===== src/rtl/grf_write_sequencer.sv =====
// grf_write_sequencer
// Owns the single write port of the general register file and merges two producers:
// W-stage writes, which always win, and side-channel results such as multi-cycle MDU
// results, which arrive through valid/ready and wait in an in-order FIFO. One registered
// write is presented to the register file per cycle. The block also reports which
// registers still have queued writes, for hazard detection. If W keeps the FIFO head
// blocked for too long, it requests a one-cycle W-stage stall.
//
// Ports
//   clk, rst_n                   clock and asynchronous active-low reset
//   w_we, w_a3, w_wd, w_pc       W-stage write; w_a3 == 0 is a no-op
//   s_valid, s_ready             side-channel handshake
//   s_a3, s_wd, s_pc             side-channel write payload; s_a3 == 0 is dropped
//   q_a1, q_a2, q_hit1, q_hit2   hazard queries against queued entries (combinational)
//   stall_w                      registered stall request to the W stage
//   cnt                          FIFO occupancy
//   grf_we, grf_a3, grf_wd       registered register file write
//   grf_pc                       PC of the write, for the trace
module grf_write_sequencer #(
    parameter int DEPTH        = 4,
    parameter int STARVE_LIMIT = 3
) (
    input  logic                     clk,
    input  logic                     rst_n,
    input  logic                     w_we,
    input  logic [4:0]               w_a3,
    input  logic [31:0]              w_wd,
    input  logic [31:0]              w_pc,
    input  logic                     s_valid,
    output logic                     s_ready,
    input  logic [4:0]               s_a3,
    input  logic [31:0]              s_wd,
    input  logic [31:0]              s_pc,
    input  logic [4:0]               q_a1,
    input  logic [4:0]               q_a2,
    output logic                     q_hit1,
    output logic                     q_hit2,
    output logic                     stall_w,
    output logic [$clog2(DEPTH):0]   cnt,
    output logic                     grf_we,
    output logic [4:0]               grf_a3,
    output logic [31:0]              grf_wd,
    output logic [31:0]              grf_pc
);

    localparam int AW    = $clog2(DEPTH);
    localparam int AGE_W = $clog2(STARVE_LIMIT + 1);
    localparam logic [AW:0]      CNT_FULL = (AW + 1)'(DEPTH);
    localparam logic [AGE_W-1:0] AGE_MAX  = AGE_W'(STARVE_LIMIT);

    typedef enum logic {ST_NORMAL, ST_FORCE} state_t;

    state_t            state, state_next;
    logic [AGE_W-1:0]  age, age_next;
    logic              stall_next;

    logic [4:0]        fifo_a3 [DEPTH];
    logic [31:0]       fifo_wd [DEPTH];
    logic [31:0]       fifo_pc [DEPTH];
    logic [AW-1:0]     wr_ptr, rd_ptr;
    logic [DEPTH-1:0]  slot_valid;

    logic w_eff, fifo_empty, push, pop;

    // A full FIFO refuses new requests even when a pop happens in the same cycle.
    // This keeps s_ready independent of the W-stage inputs.
    assign s_ready    = rst_n && (cnt != CNT_FULL);
    assign w_eff      = w_we && (w_a3 != 5'd0);
    assign fifo_empty = (cnt == '0);
    assign push       = s_valid && s_ready && (s_a3 != 5'd0);
    assign pop        = !w_eff && !fifo_empty;

    // A physical slot holds a live entry when its distance from the read pointer is
    // less than the occupancy. This stops stale slot contents from producing hazard hits.
    genvar g;
    for (g = 0; g < DEPTH; g++) begin : g_valid
        logic [AW-1:0] off;
        assign off           = AW'(g) - rd_ptr;
        assign slot_valid[g] = ({1'b0, off} < cnt);
    end

    // Hazard lookup over live entries. The head that is being popped this cycle still
    // counts as a hit; the register file bypass covers the cycle after it.
    always_comb begin
        q_hit1 = 1'b0;
        q_hit2 = 1'b0;
        for (int i = 0; i < DEPTH; i++) begin
            if (slot_valid[i] && (q_a1 != 5'd0) && (fifo_a3[i] == q_a1)) q_hit1 = 1'b1;
            if (slot_valid[i] && (q_a2 != 5'd0) && (fifo_a3[i] == q_a2)) q_hit2 = 1'b1;
        end
    end

    // FIFO payload storage. It has no reset because the pointers and occupancy decide
    // which slots are meaningful.
    always_ff @(posedge clk) begin
        if (push) begin
            fifo_a3[wr_ptr] <= s_a3;
            fifo_wd[wr_ptr] <= s_wd;
            fifo_pc[wr_ptr] <= s_pc;
        end
    end

    // FIFO pointers and occupancy. The pointers wrap naturally because DEPTH is a power of two.
    always_ff @(posedge clk or negedge rst_n) begin
        if (!rst_n) begin
            wr_ptr <= '0;
            rd_ptr <= '0;
            cnt    <= '0;
        end else begin
            if (push) wr_ptr <= wr_ptr + 1'b1;
            if (pop)  rd_ptr <= rd_ptr + 1'b1;
            case ({push, pop})
                2'b10:   cnt <= cnt + 1'b1;
                2'b01:   cnt <= cnt - 1'b1;
                default: cnt <= cnt;
            endcase
        end
    end

    // Register file write port. W wins, otherwise the FIFO head drains. When idle, the
    // address, data and PC keep their last values.
    always_ff @(posedge clk or negedge rst_n) begin
        if (!rst_n) begin
            grf_we <= 1'b0;
            grf_a3 <= '0;
            grf_wd <= '0;
            grf_pc <= '0;
        end else begin
            grf_we <= w_eff || pop;
            if (w_eff) begin
                grf_a3 <= w_a3;
                grf_wd <= w_wd;
                grf_pc <= w_pc;
            end else if (pop) begin
                grf_a3 <= fifo_a3[rd_ptr];
                grf_wd <= fifo_wd[rd_ptr];
                grf_pc <= fifo_pc[rd_ptr];
            end
        end
    end

    // Starvation FSM state register.
    always_ff @(posedge clk or negedge rst_n) begin
        if (!rst_n) begin
            state   <= ST_NORMAL;
            age     <= '0;
            stall_w <= 1'b0;
        end else begin
            state   <= state_next;
            age     <= age_next;
            stall_w <= stall_next;
        end
    end

    // Next-state logic. The age counter counts edges on which a waiting head lost to W.
    // If W still writes while FORCE is active, the FSM stays in FORCE so that the stall holds.
    always_comb begin
        state_next = state;
        age_next   = age;
        case (state)
            ST_NORMAL: begin
                if (fifo_empty || pop) begin
                    age_next = '0;
                end else begin
                    age_next = age + 1'b1;
                    if (age_next == AGE_MAX) state_next = ST_FORCE;
                end
            end
            ST_FORCE: begin
                if (!w_eff) begin
                    state_next = ST_NORMAL;
                    age_next   = '0;
                end
            end
            default: begin
                state_next = ST_NORMAL;
                age_next   = '0;
            end
        endcase
    end

    // Output logic: the stall request follows FORCE and is registered with the state.
    always_comb begin
        stall_next = (state_next == ST_FORCE);
    end

endmodule


===== config.mk =====
export PLATFORM = sky130hd
export DESIGN_NAME = grf_write_sequencer
export DESIGN_NICKNAME = d
export VERILOG_FILES = /design/src/rtl/grf_write_sequencer.sv
export SDC_FILE = /design/constraint.sdc
export NUM_CORES = 1
export LEC_CHECK = 0
export BUFFER_PORTS_ARGS = -buffer_cell sky130_fd_sc_hd__buf_2
export CAP_MARGIN = 20
export CORE_MARGIN = 4
export CORE_UTILIZATION = 51
export DETAILED_ROUTE_END_ITERATION = 8
export PLACE_DENSITY = 0.82
export SETUP_SLACK_MARGIN = 0.5
export SLEW_MARGIN = 10
export SYNTH_ARGS = -nofsm -noshare
export SYNTH_HDL_FRONTEND = slang
export SYNTH_SLANG_ARGS = --single-unit

===== constraint.sdc =====
create_clock -name clk -period 3.1 [get_ports clk]
set_clock_uncertainty 0.1 [all_clocks]
set_input_delay 0.31 -clock clk [delete_from_list [all_inputs] [get_ports clk]]
set_output_delay 0.31 -clock clk [all_outputs]
set_load 0.005 [all_outputs]

# Word level (Yosys, flattened, before mapping)

Memory sizes are Yosys's and may differ from the RTL's.
Index checks and enable logic that the tools add are counted.

Add/subtract/negate cells: 9
Multiply operators: 0
Div/mod/pow operators: 0
$lt $le $gt $ge: 4
Equal/unequal tests: 13
Shifts and indexed selects: 0
Mux-type cells: 24
Bitwise gates (word level): 1
Reduce and logical (&&, ||, !) cells: 32

Operators by type and width:

| cell                                                                  | count |
|---|---|
| 32-bit two-way mux                                                    | 4 |
| 5-bit equality test                                                   | 8 |
| 1-bit logical AND                                                     | 21 |
| 5-bit nonzero test                                                    | 4 |
| 1-bit two-way mux                                                     | 13 |
| 2-bit by 3-bit less-than comparator with 1-bit output                 | 4 |
| 5-bit two-way mux                                                     | 2 |
| 2-bit by 1-bit adder with 2-bit output, second input constant         | 3 |
| 3-bit one-hot mux with 2 select lines                                 | 1 |
| 2-bit equality test, second input constant                            | 2 |
| 2-bit two-way mux                                                     | 2 |
| 2-bit one-hot mux with 2 select lines                                 | 1 |
| 2-bit nonzero test                                                    | 2 |
| 1-bit by 2-bit subtractor with 2-bit output, first input constant     | 2 |
| 2-bit subtractor, first input constant                                | 2 |
| 3-bit by 1-bit adder with 3-bit output, second input constant         | 1 |
| 3-bit logical NOT                                                     | 1 |
| 3-bit inequality test, second input constant                          | 1 |
| 3-bit by 1-bit subtractor with 3-bit output, second input constant    | 1 |
| 2-bit by 1-bit equality test with 1-bit output, second input constant | 1 |
| 1-bit logical NOT                                                     | 2 |
| 1-bit logical OR                                                      | 2 |
| 2-bit inequality test, second input constant                          | 1 |
| 1-bit one-hot mux with 2 select lines                                 | 1 |
| 1-bit NOT                                                             | 1 |

Register bits after elaboration: 80
Latch bits: 0
Memory bits (writable): 276
Memory bits (read-only): 0
Input port bits: 152
Output and inout port bits: 77
Word-level logic and storage cells: 95
Memories: 3

Memories:

| name    | words | width | read ports | clocked after Yosys merged registers in | wr ports | RTL line | source |
|---|---|---|---|---|---|---|---|
| fifo_pc | 4     | 32    | 1          | 0                                       | 1        | 59       | `logic [31:0] fifo_pc [DEPTH];` |
| fifo_wd | 4     | 32    | 1          | 0                                       | 1        | 58       | `logic [31:0] fifo_wd [DEPTH];` |
| fifo_a3 | 4     | 5     | 5          | 0                                       | 1        | 57       | `logic [4:0] fifo_a3 [DEPTH];` |

# Logic depth before layout (Yosys ltp)

Gate-level depths: netlist (run 1).

Word-level depth: 8
Mapped depth: 11
Mapped depth without buffers: 11

# Least setup slack after synthesis (run 1)

No wires, ideal clock.

Kind: register -> register
From: register cnt[2]
To: memory fifo_a3[2][0], enable pin
Library setup time: 435 ps
Arrival time: 2,847 ps
Data required time: 2,565 ps
Path slack: -282 ps
Stages on the path, launching flop included: 6
Buffers on the path: 1
Clock period less this slack: 3,382 ps
Cells stage by stage: dfrtp_1 -> buf_2 -> a31oi_1 -> nand2_1 -> a21oi_1 -> and2_1

Longest elaborated chain between the ends: 6

Ends and longest elaborated chain:

| what                                    | RTL line | source |
|---|---|---|
| start: declaration                      | 39       | `output logic [$clog2(DEPTH):0] cnt,` |
| start signal: assignment                | 113      | `2'b10: cnt <= cnt + 1'b1;` |
| start signal: assignment                | 114      | `2'b01: cnt <= cnt - 1'b1;` |
| start signal: assignment                | 115      | `default: cnt <= cnt;` |
| 3-bit inequality test                   | 67       | `assign s_ready = rst_n && (cnt != CNT_FULL);` |
| 1-bit logical AND                       | 67       |  |
| named net s_ready                       | 30       | `output logic s_ready,` |
| 1-bit logical AND (2 in series)         | 70       | `assign push = s_valid && s_ready && (s_a3 != 5'd0);` |
| 1-bit two-way mux                       | 96       | `if (push) begin` |
| 1-bit two-way mux (not written as such) | 97       | `fifo_a3[wr_ptr] <= s_a3;` |
| end: declaration                        | 57       |  |

The timed path passes the listed nets, and every way through them passes these cells.

# Worst setup path in the final report (run 1)

From: register rd_ptr[0]
To: output port q_hit1

Longest elaborated chain between the ends: 8
Elaborated cells between the ends (all ways): 20
Classes of those cells: 4 x add/sub; 4 x order compare; 4 x mux; 8 x reduce/logical

Ends and longest elaborated chain:

| what                                                  | RTL line | source |
|---|---|---|
| start: declaration                                    | 60       | `logic [AW-1:0] wr_ptr, rd_ptr;` |
| start signal: assignment                              | 111      | `if (pop) rd_ptr <= rd_ptr + 1'b1;` |
| 1-bit by 2-bit subtractor with 2-bit output           | 78       | `assign off = AW'(g) - rd_ptr;` |
| 2-bit by 3-bit less-than comparator with 1-bit output | 79       | `assign slot_valid[g] = ({1'b0, off} < cnt);` |
| 1-bit logical AND (2 in series)                       | 88       | `if (slot_valid[i] && (q_a1 != 5'd0) && (fifo_a3[i] == q_a1)) q_hit1 = 1'b1;` |
| 1-bit two-way mux (3 in series)                       | 88       |  |
| 1-bit two-way mux (*)                                 | 88       |  |
| end: declaration                                      | 36       | `output logic q_hit1,` |

Every way passes the cells marked *; elsewhere a longest branch is shown, timed or not.

==> parameters.txt, run 1 <==
Parameter                              Value

Placed design
  Routability-driven placement congestion ratio    0.936
  Count of input and output buffers    228
  Post-DP HPWL    18.8 mm

Route
  Routed via count    8645
  Routed length per instance    20.2 um
  DRC violation total after the first TritonRoute iteration    660
  Met3 wire length    1.81 mm
  Length of routed wiring on met1    13.2 mm
  Met2 routed wirelength    16.4 mm
  Total wire length    32.3 mm
  Remaining routing DRC violations    0
  Count of TritonRoute iterations in the first routing pass    5
  Top routing layer in use    met5
  Antenna viol nets, final    0
  Post-DR vias/cell    5.40

STA
  Setup violation total in the final timing report    0
  Final hold viol count    0
  Period utilisation layout    90.1%
  Unrepaired setup endpoints after global routing    true
  Summed negative setup slack over all endpoints    0 ns
  Max transition margin    39.9%
  Final Critical Period    2.79 ns
  Final count of pins violating max slew    0
  Fmax achieved    0.358 GHz
  Worst Max-Slew Pin Slew    0.901 ns

GRT
  Number of antenna violations at the first check in global routing    2
  Pin count of the biggest net entering global routing    134
  GRT Overall Usage    21.0%
  Congestion Overflow GR    0
  Via count of the first global-routing pass    9338
  First-pass GRT wire length    51.1 mm

Final layout
  Utilization of the core after routing    67.6%
  Share of cells above drive strength 1    32.5%
  Most frequent standard cell in the layout excluding fill and tap cells    sky130_fd_sc_hd__edfxtp_1
  Number of inserted filler cells in the final layout    1801
  Highest-count cells in the layout ignoring fill and taps    sky130_fd_sc_hd__edfxtp_1 (276), sky130_fd_sc_hd__buf_2 (227), sky130_fd_sc_hd__dlygate4sd3_1 (138)
  Layout-stage area growth over the synthesis result    30.5%
  Sequential cell area in the final layout    10300 sq um
  Net total in the final layout    1356
  Area occupied by multi-input gates    3830 sq um

Power and ir drop
  Leakage power    7.43 nW
  Power density over the cells    808 nW/um^2
  Final Power    15.2 mW
  Largest vdd supply drop    0.000644 V

Floorplanning
  Chip Height    176 um
  Core Region    27800 sq um
  FP Rows    61
  Initial core utilization    51.8%
  Number of primary I/O pins    229
  Horizontal die dimension    176 um
  Die Area    31000 sq um

CTS
  TritonCTS clock tree    done
  Longest Clk Path Bufs    3
  Clock slew at the register clock pins of the worst setup and hold paths    0.06 ns
  Number of CTS-inserted buffers    38
  Number of H-tree levels    2
  CTS root buffer    sky130_fd_sc_hd__clkbuf_16
  TritonCTS Sinks    356
  Clock latency reported for the late side of the worst-skew pair    0.51 ns

Job
  MaxCap Viol Count    0

Outcome
  Result of the run    complete, no violations

Worst setup path
  Type of the setup path with the least slack    register to output port
  Data required time at the worst endpoint    2.69 ns
  Critical Path Start Type    register
  Worst setup EP type    output port
  Critical path arrival    2.38 ns
  CP max FO    3

Synth
  Number of distinct standard cells referenced by the synthesized netlist    36
  Net count of the mapped netlist    976
  Main synth FF type    sky130_fd_sc_hd__edfxtp_1
  Yosys Warn Count    0
  Post-synthesis sequential area ratio    71.5%
  Number of flops mapped to enable cells by yosys    276
  Mapped cell area    14400 sq um
  Average instance area after synthesis    17.7 sq um
  Flip-flop and latch count after synthesis    356
  Proportion of synthesized flip-flops having asynchronous set or reset    22.5%
  Gate count after technology mapping    813

Worst hold path
  Worst hold path type    input pin to register
## stage by stage
step	worst slack, ns	hold slack, ns	instances	instance area (sq um)
after floorplan	0.458	-0.0856	813	14400
after global routing	0.232	0.0411	1601	18800
after detailed placement	0.534	0.341	1387	16000
final	0.306	0.0398	1601	18800
after global placement	0.595	0.326	1387	16000
after CTS	0.334	0.00986	1597	18700
## repair_timing
item | in CTS | in global routing
hold endpoints to repair | 385 | 0
resized for setup | 8 | 12
endpoints found under the setup margin | 2 | 5
pin swaps | 4 | 8
buffers inserted | 0 | 3
hold buffers | 141 | 0
## metal layers
metal	GRT usage (%)	up-vias
met3	4.03	72
li1	-	3895
met2	36.1	329
met5	0	-
met4	5.91	2
met1	27.7	4347
## where the power goes
group | switching [mW] | internal, mW
Clock | 1.79 | 2.73
Sequential | 0.375 | 5.96
Combinational | 2.15 | 2.16
## critical path, stage by stage (launching register included)
cell and delay, ns:
sky130_fd_sc_hd__dfrtp_4 0.51, sky130_fd_sc_hd__xnor2_2 0.15, sky130_fd_sc_hd__ha_1 0.27, sky130_fd_sc_hd__nand2b_1 0.05
sky130_fd_sc_hd__o22ai_1 0.18, sky130_fd_sc_hd__nor4_1 0.09, sky130_fd_sc_hd__nor4_1 0.39, sky130_fd_sc_hd__a21oi_1 0.08
sky130_fd_sc_hd__buf_2 0.15
## registers in the layout, summed over array words and instances, names as in the netlist
register,flops
age,2
grf_a3,5
fifo_pc,128
state,1
cnt,3
grf_wd,32
fifo_a3,20
grf_pc,32
grf_we,1
wr_ptr,2
fifo_wd,128
rd_ptr,2
## path summary, 6_finish.rpt
check                           from         to  slack [ns]  cells after the start
setup / recovery           rd_ptr[0]     q_hit1        0.31                      8
hold / removal                  w_we  grf_a3[4]        0.04                      3
setup reg to reg           rd_ptr[0]  grf_wd[0]        0.70                      4
hold reg to reg               age[1]     age[1]        0.43                      2
max in group asynchronous      rst_n  grf_wd[4]        1.56                      4
min in group asynchronous      rst_n     cnt[0]        0.33                      3
## synth_stat cells (8+ instances only)
master	count	area share [%]
sky130_fd_sc_hd__edfxtp_1	276	58
sky130_fd_sc_hd__dfrtp_1	80	14
sky130_fd_sc_hd__nand2_1	73	1.9
sky130_fd_sc_hd__mux2i_1	69	4.8
sky130_fd_sc_hd__mux4_2	69	11
sky130_fd_sc_hd__o21ai_0	54	1.9
sky130_fd_sc_hd__xnor2_1	28	1.7
sky130_fd_sc_hd__clkbuf_1	21	0.55
sky130_fd_sc_hd__xor2_1	19	1.2
sky130_fd_sc_hd__o21ai_1	17	0.59
sky130_fd_sc_hd__inv_1	12	0.31
sky130_fd_sc_hd__buf_2	11	0.38
sky130_fd_sc_hd__ha_1	10	0.87
sky130_fd_sc_hd__nor4_1	10	0.43
sky130_fd_sc_hd__nand3_1	8	0.28
## layout make-up
class	instances	share of cell area, %
diodes	1	0.0133
clock buffers	52	5.84
clock inverters	17	0.960
inverters	12	0.253
multi-input cells	396	20.4
flip-flops and latches	356	54.9
well taps	378	2.52
repair buffers	389	15.1
## kinds of logic after synthesis
family | Yosys count | share of synthesized area (%)
and+or+nand+nor | 114 | 3.48
xor gates and xnor gates | 47 | 2.86
AOI/OAI and AO/OA | 85 | 3.14
adders and majority gates | 11 | 1.01
muxes | 139 | 15.7
buffers and inverters | 61 | 2.33
DFF | 356 | 71.5
No activity file was read; power rests on OpenSTA's default activity.
==> run 2: changes to the inputs <==
--- a/config.mk
+++ b/config.mk
@@ -5,6 +5,7 @@
 export SDC_FILE = /design/constraint.sdc
 export NUM_CORES = 1
 export LEC_CHECK = 0
+export ABC_AREA = 1
 export BUFFER_PORTS_ARGS = -buffer_cell sky130_fd_sc_hd__buf_2
 export CAP_MARGIN = 20
 export CORE_MARGIN = 4
==> run 2 against run 1 <==
Area after synthesis fell by 1.1%. Routed wire length increased by 19%. Sequential cell count is the same. Non-clock buffer count increased by 4. Cell count grew 25%. Global-route usage increased by 3.5 points. Fmax up 9.7%. Critical path type unchanged. Critical endpoint is now q_hit2. Largest power group unchanged.
==> parameters.txt, run 2 <==
Parameter                              Value

Outcome
  Result of the run    complete, no violations

GRT
  Congestion Overflow GR    0 (unchanged)
  Pin count of the biggest net entering global routing    71 (-47%)
  First-pass GRT wire length    59.3 mm (+16%)
  Global-route track usage on met1    30.8% (+3.1 points)
  GRT Overall Usage    24.5% (+3.5 points)
  Met3 GRT Util    4.61% (+0.58 points)
  Met2 global-route usage    43.5% (+7.4 points)
  Via count of the first global-routing pass    11000 (+18%)
  Busiest layer in global routing    met2
  Number of antenna violations at the first check in global routing    3 (+1)

Floorplanning
  Number of primary I/O pins    229 (unchanged)
  Initial core utilization    52.4% (+0.59 points)
  FP Rows    60 (-1.6%)
  Core Region    27200 sq um (-2.2%)
  Die Area    30700 sq um (-1.0%)
  Chip Height    175 um (-0.51%)
  Horizontal die dimension    175 um (-0.51%)

Route
  Total wire length    38.3 mm (+19%)
  Post-DR vias/cell    5.38 (-0.32%)
  Count of TritonRoute iterations in the first routing pass    7 (+2)
  Routed via count    10700 (+24%)
  Remaining routing DRC violations    0 (unchanged)
  DRC violation total after the first TritonRoute iteration    1023 (+55%)
  Antenna viol nets, final    0 (unchanged)
  Routed length per instance    19.2 um (-4.9%)

STA
  Period utilisation layout    82.1% (-8.0 points)
  Final Critical Period    2.55 ns (-0.248 ns)
  Hold_ws    0.0342 ns (-0.00566 ns)
  Setup violation total in the final timing report    0 (unchanged)
  Max transition margin    38.9% (-1.0 points)
  Fmax achieved    0.393 GHz (+9.7%)
  Final count of pins violating max slew    0 (unchanged)
  Summed negative setup slack over all endpoints    0 ns (unchanged)
  Worst Max-Slew Pin Slew    0.916 ns (+0.0154 ns)
  Unrepaired setup endpoints after global routing    true
  Final hold viol count    0 (unchanged)

Synth
  Average instance area after synthesis    11.7 sq um (-34%)
  Most common cell in the netlist    sky130_fd_sc_hd__nand2_1
  Synthesized-area fraction occupied by adder cells    1.02% (+0.011 points)
  Yosys Warn Count    0 (unchanged)
  Number of distinct standard cells referenced by the synthesized netlist    27 (-25%)
  Cell type with the highest aggregate area in the netlist    sky130_fd_sc_hd__edfxtp_1
  Area contributors post-synth    sky130_fd_sc_hd__edfxtp_1 (58%), sky130_fd_sc_hd__dfrtp_1 (14%), sky130_fd_sc_hd__nand2_1 (13%)
  Top cell types by occurrence after synthesis    sky130_fd_sc_hd__nand2_1 (478), sky130_fd_sc_hd__edfxtp_1 (276), sky130_fd_sc_hd__nand3_1 (83)
  Gate count after technology mapping    1212 (+49%)
  Post-synthesis sequential area ratio    72.3% (+0.77 points)
  Share of synthesized area spent on multiplexers    0% (-16 points)
  Flip-flop and latch count after synthesis    356 (unchanged)
  Number of flops mapped to enable cells by yosys    276 (unchanged)
  Main synth FF type    sky130_fd_sc_hd__edfxtp_1
  Area share of the largest cell type after synthesis    58.2% (+0.62 points)
  Net count of the mapped netlist    1375 (+41%)
  Synth Area in XOR/XNOR    1.05% (-1.8 points)
  Mapped cell area    14200 sq um (-1.1%)
  Simple-Gate Fraction of Synth Area    18.7% (+15 points)
  Proportion of synthesized flip-flops having asynchronous set or reset    22.5% (unchanged)
  Largest family of logic cells by synthesized area    simple AND/OR/NAND/NOR gates
  Share of the synthesized area in compound gates (AO/OA/AOI/OAI)    3.91% (+0.77 points)

Final layout
  Area occupied by multi-input gates    3620 sq um (-5.6%)
  Highest-count cells in the layout ignoring fill and taps    sky130_fd_sc_hd__nand2_1 (475), sky130_fd_sc_hd__edfxtp_1 (276), sky130_fd_sc_hd__buf_2 (227)
  Utilization of the core after routing    67.6% (about the same)
  Share of cells above drive strength 1    20.8% (-12 points)
  Registers with the most flip-flops    fifo_pc x128, fifo_wd x128
  Net total in the final layout    1756 (+29%)
  Layout-stage area growth over the synthesis result    29.1%
  Number of inserted filler cells in the final layout    1878 (+4.3%)
  Sequential cell area in the final layout    10300 sq um (about the same)
  Non-filler cells in the finished layout    1995 (+25%)
  Most frequent standard cell in the layout excluding fill and tap cells    sky130_fd_sc_hd__nand2_1
  Post-route standard cell area excluding fillers    18400 sq um (-2.1%)

Worst setup path
  Master of the slowest instance on the critical path    sky130_fd_sc_hd__dfrtp_2
  Buf+Inv Stages, Crit Path    3 (+2)
  Critical Path Start Type    register
  Type of the setup path with the least slack    register to output port
  Longest individual stage delay on the worst path    0.45 ns (-0.06 ns)
  Critical path arrival    2.14 ns (-0.24 ns)
  Data required time at the worst endpoint    2.69 ns (about the same)
  CP max FO    3 (unchanged)
  Top delay family on crit path    simple AND/OR/NAND/NOR gates
  Worst path cell trace    buf_4 > inv_2 > ha_1 > nor2_1 > nand2_1 > nand2_1 > nor2_1 > nand3_1 > nand4_1 > buf_2
  Worst setup EP type    output port

Placed design
  Count of input and output buffers    228 (unchanged)
  Placed Area    15800 sq um (-0.92%)
  Routability-driven placement congestion ratio    0.904 (-3.4%)
  Post-DP HPWL    21.9 mm (+16%)
  Number of placed instances, taps included    1783 (+29%)

Power and ir drop
  Largest vdd supply drop    0.000710 V (+10%)
  Power density over the cells    800 nW/um^2 (-1.1%)
  Leakage power    7.50 nW (+1.0%)

CTS
  TritonCTS clock tree    done
  Clock slew at the register clock pins of the worst setup and hold paths    0.06 ns (about the same)
  Longest Clk Path Bufs    3 (unchanged)
  Number of H-tree levels    2 (unchanged)
  CTS root buffer    sky130_fd_sc_hd__clkbuf_16
  TritonCTS Sinks    356 (unchanged)
  Clock latency reported for the late side of the worst-skew pair    0.50 ns (about the same)
  Number of CTS-inserted buffers    36 (-5.3%)

Job
  MaxCap Viol Count    0 (unchanged)

Worst hold path
  Worst hold path type    input pin to register
[run 2: layout make-up]
class | count | area share (%)
multi-input combinational | 755 | 19.7
timing repair buffer | 393 | 14.8
tap | 372 | 2.53
sequential | 356 | 56.0
clock buffer | 50 | 5.35
clock inverter | 14 | 0.443
antenna | 4 | 0.0545
inverter | 51 | 1.07
[run 2: path summary, 6_finish.rpt]
check                           start              to  slack [ns]  depth (start not counted)
min reg2reg                grf_pc[15]      grf_pc[15]        0.38                          2
min                           w_a3[3]       grf_a3[3]        0.03                          3
min in group asynchronous       rst_n      grf_wd[28]        0.30                          3
max in group asynchronous       rst_n      grf_wd[15]        1.41                          4
max reg2reg                    cnt[2]  fifo_pc[1][24]        0.80                          6
max                         rd_ptr[1]          q_hit2        0.55                         10
[run 2: repair_timing]
action                                  in CTS  in global routing
hold buffers                               138                  0
endpoints found under the hold margin      368                  0
buffers inserted                             4                  2
resized for setup                            7                  9
pin swaps                                    1                 10
endpoints found under the setup margin       2                  2
[run 2: through the flow]
| step | setup WS [ns] | power, mW |
|---|---|---|
| after floorplan | 0.465 | 8.83 |
| after global placement | 0.788 | 10.3 |
| after detailed placement | 0.737 | 10.4 |
| after CTS | 0.536 | 14.5 |
| after global routing | 0.472 | 15.5 |
| final | 0.554 | 14.7 |
[run 2: worst min-delay path: cells and delay by family]
kind / cells / cell delay [ns]
and+or+nand+nor: 2 / 0.16
buffers and inverters: 1 / 0.12
[run 2: where the power goes]
| part | total, mW | switching (mW) | internal (mW) |
|---|---|---|---|
| sequential | 6.43 | 0.424 | 6.00 |
| combinational | 4.33 | 2.79 | 1.53 |
| clock | 3.95 | 1.72 | 2.23 |
| total | 14.7 | 4.94 | 9.76 |
[run 2: kinds of logic (layout without fill, tap and decap cells)]
logic type                 Yosys count  after routing
AOI/OAI and AO/OA                   81             81
DFF                                356            356
adders and majority gates           11             11
and+or+nand+nor                    646            646
buffers and inverters              101            508
xor gates and xnor gates            17             17
other                                0              4
[run 2: metal layers]
layer  part of all wire [%]  up-vias
met5                      0        -
met1                     39     5204
met4                    2.1        0
met3                    7.3       70
li1                       -     4947
met2                     52      517
